==> config.mk <==
export PLATFORM = sky130hd
export DESIGN_NAME = flash_read_responder
export DESIGN_NICKNAME = d
export VERILOG_FILES = /design/src/rtl/flash_resp_pkg.sv /design/src/rtl/resp_pipe.sv /design/src/rtl/flash_read_responder.sv
export SDC_FILE = /design/constraint.sdc
export NUM_CORES = 1
export LEC_CHECK = 0
export CAP_MARGIN = 20
export CORE_MARGIN = 5
export CORE_UTILIZATION = 35
export DETAILED_ROUTE_END_ITERATION = 8
export GPL_TIMING_DRIVEN = 0
export PLACE_DENSITY = 0.69
export RECOVER_POWER = 25
export SYNTH_ARGS = -nofsm -noshare
export SYNTH_HDL_FRONTEND = slang
export SYNTH_HIERARCHICAL = 1
export SYNTH_SLANG_ARGS = --single-unit
==> constraint.sdc <==
create_clock -name clk -period 7.9 [get_ports clk]
set_input_delay 2.37 -clock clk [delete_from_list [all_inputs] [get_ports clk]]
set_output_delay 2.37 -clock clk [all_outputs]
set_load 0.005 [all_outputs]
==> src/rtl/flash_resp_pkg.sv <==
// flash_resp_pkg: shared states, parameter defaults/limits and lane masking for the flash read responder
package flash_resp_pkg;
  typedef enum logic {IDLE, STALL} state_t;
  typedef struct packed {
    logic       valid;
    logic [3:0] be;
    logic       rng;
  } resp_t;
  localparam int          WAIT_CYCLES_DEF = 1;
  localparam int          LATENCY_DEF     = 2;
  localparam int          MAX_PENDING_DEF = 1;
  localparam logic [22:0] MEM_WORDS_DEF   = 23'd2097152;
  localparam int          WAIT_MAX        = 7;
  localparam int          LATENCY_MIN     = 1;
  localparam int          LATENCY_MAX     = 4;
  function automatic logic [31:0] lane_mask(input logic [31:0] d, input logic [3:0] be);
    return d & {{8{be[3]}}, {8{be[2]}}, {8{be[1]}}, {8{be[0]}}};
  endfunction
endpackage

==> src/rtl/resp_pipe.sv <==
// resp_pipe: LATENCY-deep shift of per-read response control (valid, lane enables, range flag)
module resp_pipe
  import flash_resp_pkg::*;
#(
  parameter int LATENCY = LATENCY_DEF
) (
  input  logic       clk,
  input  logic       reset,
  input  logic       in_valid,
  input  logic [3:0] in_be,
  input  logic       in_rng,
  output logic       out_valid,
  output logic [3:0] out_be,
  output logic       out_rng
);
  resp_t [LATENCY-1:0] stage;
  always_ff @(posedge clk or negedge reset)
    if (!reset) stage <= '0;
    else begin
      stage[0] <= '{valid: in_valid, be: in_be, rng: in_rng};
      for (int i = 1; i < LATENCY; i++) stage[i] <= stage[i-1];
    end
  assign out_valid = stage[LATENCY-1].valid;
  assign out_be    = stage[LATENCY-1].be;
  assign out_rng   = stage[LATENCY-1].rng;
endmodule

==> src/rtl/flash_read_responder.sv <==
// flash_read_responder: wait-stalled, fixed-latency read responder in front of a synchronous ROM
module flash_read_responder
  import flash_resp_pkg::*;
#(
  parameter int          WAIT_CYCLES = WAIT_CYCLES_DEF,
  parameter int          LATENCY     = LATENCY_DEF,
  parameter int          MAX_PENDING = MAX_PENDING_DEF,
  parameter logic [22:0] MEM_WORDS   = MEM_WORDS_DEF
) (
  input  logic        clk,
  input  logic        reset,
  input  logic        read,
  input  logic [22:0] address,
  input  logic [3:0]  byteEnable,
  output logic        waitRequest,
  output logic [31:0] readData,
  output logic        readDataValid,
  output logic        rangeError,
  output logic        mem_rd,
  output logic [22:0] mem_addr,
  input  logic [31:0] mem_data
);
  localparam logic [2:0] WAIT_C = 3'(WAIT_CYCLES);
  localparam logic [2:0] PEND_C = 3'(MAX_PENDING);
  state_t      state, state_nxt;
  logic [2:0]  stall_cnt, pending;
  logic [22:0] addr_q;
  logic        accept, in_range, ret_valid, ret_rng;
  logic [3:0]  ret_be;
  logic [31:0] ret_data;
  assign in_range    = address < MEM_WORDS;
  assign waitRequest = read && (!reset || stall_cnt < WAIT_C || pending == PEND_C);
  assign accept      = read && !waitRequest;
  assign mem_rd      = accept && in_range;
  assign mem_addr    = mem_rd ? address : addr_q;
  always_comb begin
    state_nxt = state;
    state_nxt = (state == IDLE) ? (waitRequest ? STALL : IDLE) : ((!read || accept) ? IDLE : STALL);
  end
  // pending drops on the edge that launches readDataValid, so a full pipe reopens as the response appears
  always_ff @(posedge clk or negedge reset)
    if (!reset) begin
      state     <= IDLE;
      stall_cnt <= '0;
      pending   <= '0;
      addr_q    <= '0;
    end else begin
      state     <= state_nxt;
      stall_cnt <= (!read || accept) ? '0 : (stall_cnt == 3'(WAIT_MAX)) ? stall_cnt : stall_cnt + 3'd1;
      pending   <= pending + {2'b0, accept} - {2'b0, ret_valid};
      if (mem_rd) addr_q <= address;
    end
  resp_pipe #(.LATENCY(LATENCY)) u_pipe (
    .clk       (clk),
    .reset     (reset),
    .in_valid  (accept),
    .in_be     (byteEnable),
    .in_rng    (!in_range),
    .out_valid (ret_valid),
    .out_be    (ret_be),
    .out_rng   (ret_rng)
  );
  if (LATENCY == 1) begin : g_direct
    assign ret_data = mem_data;
  end else begin : g_delay
    logic [31:0] dl [LATENCY-1];
    always_ff @(posedge clk) begin
      dl[0] <= mem_data;
      for (int i = 1; i < LATENCY - 1; i++) dl[i] <= dl[i-1];
    end
    assign ret_data = dl[LATENCY-2];
  end
  always_ff @(posedge clk or negedge reset)
    if (!reset) begin
      readData      <= '0;
      readDataValid <= 1'b0;
      rangeError    <= 1'b0;
    end else begin
      readDataValid <= ret_valid;
      rangeError    <= ret_valid && ret_rng;
      if (ret_valid) readData <= ret_rng ? '0 : lane_mask(ret_data, ret_be);
    end
endmodule
# Yosys cells after proc, flatten, opt, wreduce, memory -nomap -nowiden
# Memory sizes are Yosys's and may differ from the RTL's.
# Cells that the tools add are included.
# word_totals
regBits	75
ram_bits	32
inputBits	62
output_inout_bits	59
elab_cells	37
mem_count	1
# mem_list
memory	depth	word_bits	read_ports	rd_clocked_by_memory_dff	write_ports	line_no	rtl
g_delay.dl	1	32	1	0	1	flash_read_responder.sv:66	logic [31:0] dl [LATENCY-1];
# op_classes
addsub	3
n_lt_le_gt_ge	2
eq_ne	3
n_mux	4
bitwise_logic	1
n_reduce_logical	11
# op_table
operator	n
AND 32 bit	1
two-way mux 32 bit	1
less-than comparator 23 x 22 -> 1 bit, second input constant	1
two-way mux 23 bit	1
two-way mux 3 bit	2
logical AND 1 bit	4
logical NOT 1 bit	4
adder 3 x 1 -> 3 bit	1
adder 3 x 1 -> 3 bit, second input constant	1
equality test 3 x 1 -> 1 bit, second input constant	1
equality test 3 bit, second input constant	1
logical OR 1 bit	3
less-than comparator 3 x 1 -> 1 bit, second input constant	1
subtractor 3 x 1 -> 3 bit	1
inequality test 2 bit, second input constant	1

# Longest topological paths before layout
# depth
ltp_word	8
mapped_depth	9
mapped_depth_nobuf	9

# Hierarchy
# The synthesis kept the hierarchy.
# by_module_without_submodules
module	n_inst	cells_each	area_per_inst_um2	seq_area_each_um2
flash_read_responder	1	257	3220.6	2217.1
resp_pipe	1	16	330.3	300.3

# Worst setup path after synthesis
# No wires, ideal clock.
# synth_path
path_type	input -> output
startpoint	in address[22]
endpoint	out mem_addr[10]
arrival_time_ps	3478
required_time_ps	5530
setup_slack_ps	2052
cell_stages	4
n_path_buf	1
cell_sequence	or2_1 -> nor4_4 -> buf_6 -> mux2_2
# synth_between
elab_chain_cells	3
# synth_lines
item	line_no	rtl
start: declaration	flash_read_responder.sv:13	input logic [22:0] address,
less-than comparator 23 x 22 -> 1 bit	flash_read_responder.sv:31	assign in_range = address < MEM_WORDS;
logical AND 1 bit	flash_read_responder.sv:34	assign mem_rd = accept && in_range;
two-way mux 23 bit	n/a	
end: declaration	flash_read_responder.sv:20	output logic [22:0] mem_addr,
# No other way between the ends.

# Worst setup path after layout
# layout_path
startpoint	in reset
endpoint	out mem_addr[5]
# layout_between
elab_chain_cells	8
# layout_lines
item	line_no	rtl
start: declaration	flash_read_responder.sv:11	input logic reset,
logical NOT 1 bit (no source line)	n/a	
logical OR 1 bit (2 in a row)	flash_read_responder.sv:32	assign waitRequest = read && (!reset || stall_cnt < WAIT_C || pending == PEND_C);
logical AND 1 bit	flash_read_responder.sv:32	
logical NOT 1 bit	flash_read_responder.sv:33	assign accept = read && !waitRequest;
logical AND 1 bit	flash_read_responder.sv:33	
logical AND 1 bit	flash_read_responder.sv:34	
two-way mux 23 bit	n/a	
# No other way between the ends.

==> out/metrics.yaml <==
cts-buffers-inserted: 9
n_fill_cell: 871
critPathMaxFanout: 36
met2WireLength_mm: 3.444
yosysUniqueCellTypes: 27
register_area_mm2: 0.002517
drc_errors: 0
yosys.area.top_type: "dfrtp_1"
pin_count: 121
grt_overflow: 0
synth-seq-area-share_pct: 70.89
cp.arrival_ns: 4.53
multi_input_comb_area_um2: 797.0
swShare_pct: 24.58
crit_chain: "buf_4 > o31ai_2 > nor4_4 > buf_6 > mux2_2 > clkdlybuf4s50_1"
synth_commonest_cells: "dfrtp_1 (75), inv_1 (38), dfxtp_1 (32), nand2_1 (32), o22ai_1 (32)"
syn_avg_cell_area_um2: 13.01
cts_max_level: 3
synth_xor_area_share_pct: 0.7400
yosysWarnings: 6
cts.sinks: 107
grt_max_degree: 42
r2r-start: "pending[1]$_DFF_PN0_"
ant_nets: 0
rrSetupSlack_ns: 5.55
critPathLaunchType: "primary input"
skew_ns: 0.007146
cts.path.max_buffers: 2
worstSetupPathType: "primary input to primary output"
num_vias: 2351
post-route-util_pct: 52.54
dieArea_mm2: 0.01226
power_frac_comb_pct: 27.5
muxShareOfSynthArea_pct: 7.435
slew_headroom_pct: 67.07
gp_congestion: 0.6985
antenna_found_initial: 0
holdPathEnd: "u_pipe/out_be[0]$_DFF_PN0_"
cts_tree: "yes"
ir_worst_vdd_uv: 169.7
syn_area_mm2: 0.003551
netlist_instances: 273
yosysMostFrequentCell: "dfrtp_1"
yosys-top-cells-area: "dfrtp_1 (53%), dfxtp_1 (18%), mux2_2 (6.0%)"
drtIter0Drc: 63
rr_endpoint: "pending[2]$_DFF_PN0_"
ys_ff_latch: 107
synth-compound-area-share_pct: 6.131
maxSlewViolCount: 0
final_cell_area_mm2: 0.005159
grt_pass1_vias: 2593
synth_edf_count: 0
port_buffers: 120
worstHoldPathType: "register to register"
dr_wl_met3_um: 722
min_delay_path_depth: 0
synth_flop_cell: "dfrtp_1"
final-setup-viol-count: 0
die_height_um: 110.7
p_sw_w: 0.0003556
drive_gt1_share_pct: 11.46
drtPass1Iterations: 4
intPower_w: 0.001091
synth_nets: 340
leakage_nw: 2.158
cts_hold_buf: 0
wl_met1_mm: 3.164
synthToLayoutAreaGrowth_pct: 45.28
grt_pass1_wl_mm: 12.77
wire_per_inst_um: 13.59
fin_ws_ns: 1.001
crit_start: "reset"
clkTransAtPathRegs_ns: 0.09
place_area_mm2: 0.004936
initial_core_util_pct: 36.16
root_buffer: "clkbuf_8"
required_ns: 5.53
grt_usage_pct: 12.86
worstMarginPinSlew_ns: 0.4928
slowest_stage: "nor4_4"
fin_crit_ns: 6.899
synthAdderAreaFrac_pct: 1.973
status: "complete, no violations"
dp_hpwl_mm: 5.463
reg2reg_depth: 9
postCtsSetupBuffers: 0
die_w_um: 110.7
via_per_inst: 4.330
hold_path_startpoint: "u_pipe/stage[1]$_DFF_PN0_"
finalCritPeriodShare_pct: 87.33
routed.top_layer: "met4"
drt-total-wl_mm: 7.379
endpoint_kind: "primary output"
yosys.area_share.simple_pct: 6.166
rows: 36
pre_cts_ws_ns: 0.9202
holdWs_ns: 0.3553
clock_latency_ns: 0.36
synth_top_family_by_area: "multiplexers"
diodes: 0
core_area_mm2: 0.009819
cts_resized: 0
max_cap_viol_count: 0
synth_top_cell_area_share_pct: 52.85
ys_async_sr_fraction_pct: 70.09
p_clk_share_pct: 24.5
timing.fmax_mhz: 144.9
crit_path_max_incr_delay_ns: 0.50
power_frac_seq_pct: 47.9
p_per_area_mw_per_mm2: 280.5
rsz0062_at_grt: "false"
final_nets: 472
hold_violations: 0
[logic make-up (layout without fill, tap and decap cells)]
kind of cell             after synthesis  count (layout)
flip-flops                           107             107
buffers and inverters                 55             192
AND/OR/NAND/NOR                       46              46
AO/OA/AOI/OAI                         34              34
multiplexers                          23              23
adder cells (fa/ha/maj)                5               5
XOR/XNOR                               3               3
[cell type report]
| cell class | instances | share of cell area, % |
|---|---|---|
| Sequential cell | 107 | 48.80 |
| Timing Repair Buffer | 121 | 23.62 |
| Multi-Input combinational cell | 111 | 15.45 |
| Clock buffer | 13 | 3.493 |
| Tap cell | 133 | 3.226 |
| Inverter | 38 | 2.765 |
| Buffer | 17 | 1.819 |
| Clock inverter | 3 | 0.8246 |
[metal layers]
metal  GRT usage, %  vias up
li1               -     1140
met2          19.70       85
met3          6.659        5
met1          15.68     1121
met5              0        -
met4          4.187        0
[registers in the layout, indices dropped and copies added, names as in the netlist]
| register | count |
|---|---|
| addr_q | 23 |
| stall_cnt | 3 |
| u_pipe/out_be | 4 |
| u_pipe/stage | 6 |
| u_pipe/out_valid | 1 |
| readDataValid | 1 |
| g_delay.dl | 32 |
| u_pipe/out_rng | 1 |
| rangeError | 1 |
| pending | 3 |
| readData | 32 |
[how the worst max path moves through the flow]
| stage | end | slack [ns] | cells past startpoint |
|---|---|---|---|
| final | mem_addr[5] | 1.00 | 6 |
| after global routing | mem_addr[5] | 0.74 | 6 |
| after CTS | mem_addr[5] | 0.92 | 6 |
| after detailed placement | mem_addr[5] | 0.92 | 6 |
| after global placement | mem_addr[5] | -1.95 | 6 |
| after floorplan | mem_addr[10] | 2.05 | 4 |
[power by group through the flow]
stage	Clock [W]	Sequential, W	Combinational, W
global placement	0	0.000704	0.000398
finish	0.000355	0.000693	0.000398
global route	0.000394	0.000709	0.000441
CTS	0.000373	0.000696	0.000408
floorplan	0	0.000700	0.000160
detailed placement	0	0.000706	0.000406
[metrics by stage]
| stage | power (W) | instances | TNS (ns) |
|---|---|---|---|
| detailed placement | 0.001112 | 527 | 0 |
| finish | 0.001447 | 543 | 0 |
| global placement | 0.001102 | 526 | -46.06 |
| CTS | 0.001477 | 543 | 0 |
| global route | 0.001545 | 543 | 0 |
| floorplan | 0.0008604 | 273 | 0 |
[worst max-delay path, delay by kind of cell]
kind                   cells  cell delay, ns
AOI/OAI and AO/OA          1            0.19
buffers and inverters      3            1.09
muxes                      1            0.35
and+or+nand+nor            1            0.50
[placed cells by master, fill, tap and decap left out]
cell / Yosys / routed
buf_1: 2 / 2
buf_4: 4 / 5
nor3b_1: 1 / 1
clkinvlp_4: 0 / 1
clkbuf_8: 0 / 11
nand2_1: 32 / 32
o21ai_0: 1 / 1
dfrtp_1: 75 / 75
nor2_1: 3 / 3
dfxtp_1: 32 / 32
bufinv_16: 0 / 1
clkinv_2: 0 / 1
o31ai_2: 1 / 1
inv_1: 38 / 38
or2_1: 1 / 1
clkbuf_1: 9 / 10
clkdlybuf4s50_1: 0 / 119
mux2_4: 2 / 2
and2b_1: 1 / 1
nor2b_1: 1 / 1
or3_2: 1 / 1
buf_6: 2 / 2
mux2_2: 19 / 19
buf_12: 0 / 1
nor4_4: 1 / 1
and2_0: 0 / 1
clkbuf_16: 0 / 1
o22ai_1: 32 / 32
xor2_1: 1 / 1
ha_1: 4 / 4
xnor2_1: 2 / 2
nand2b_1: 4 / 4
mux2i_1: 2 / 2
fa_1: 1 / 1
Note: power is estimated with default switching activity, not from simulation.
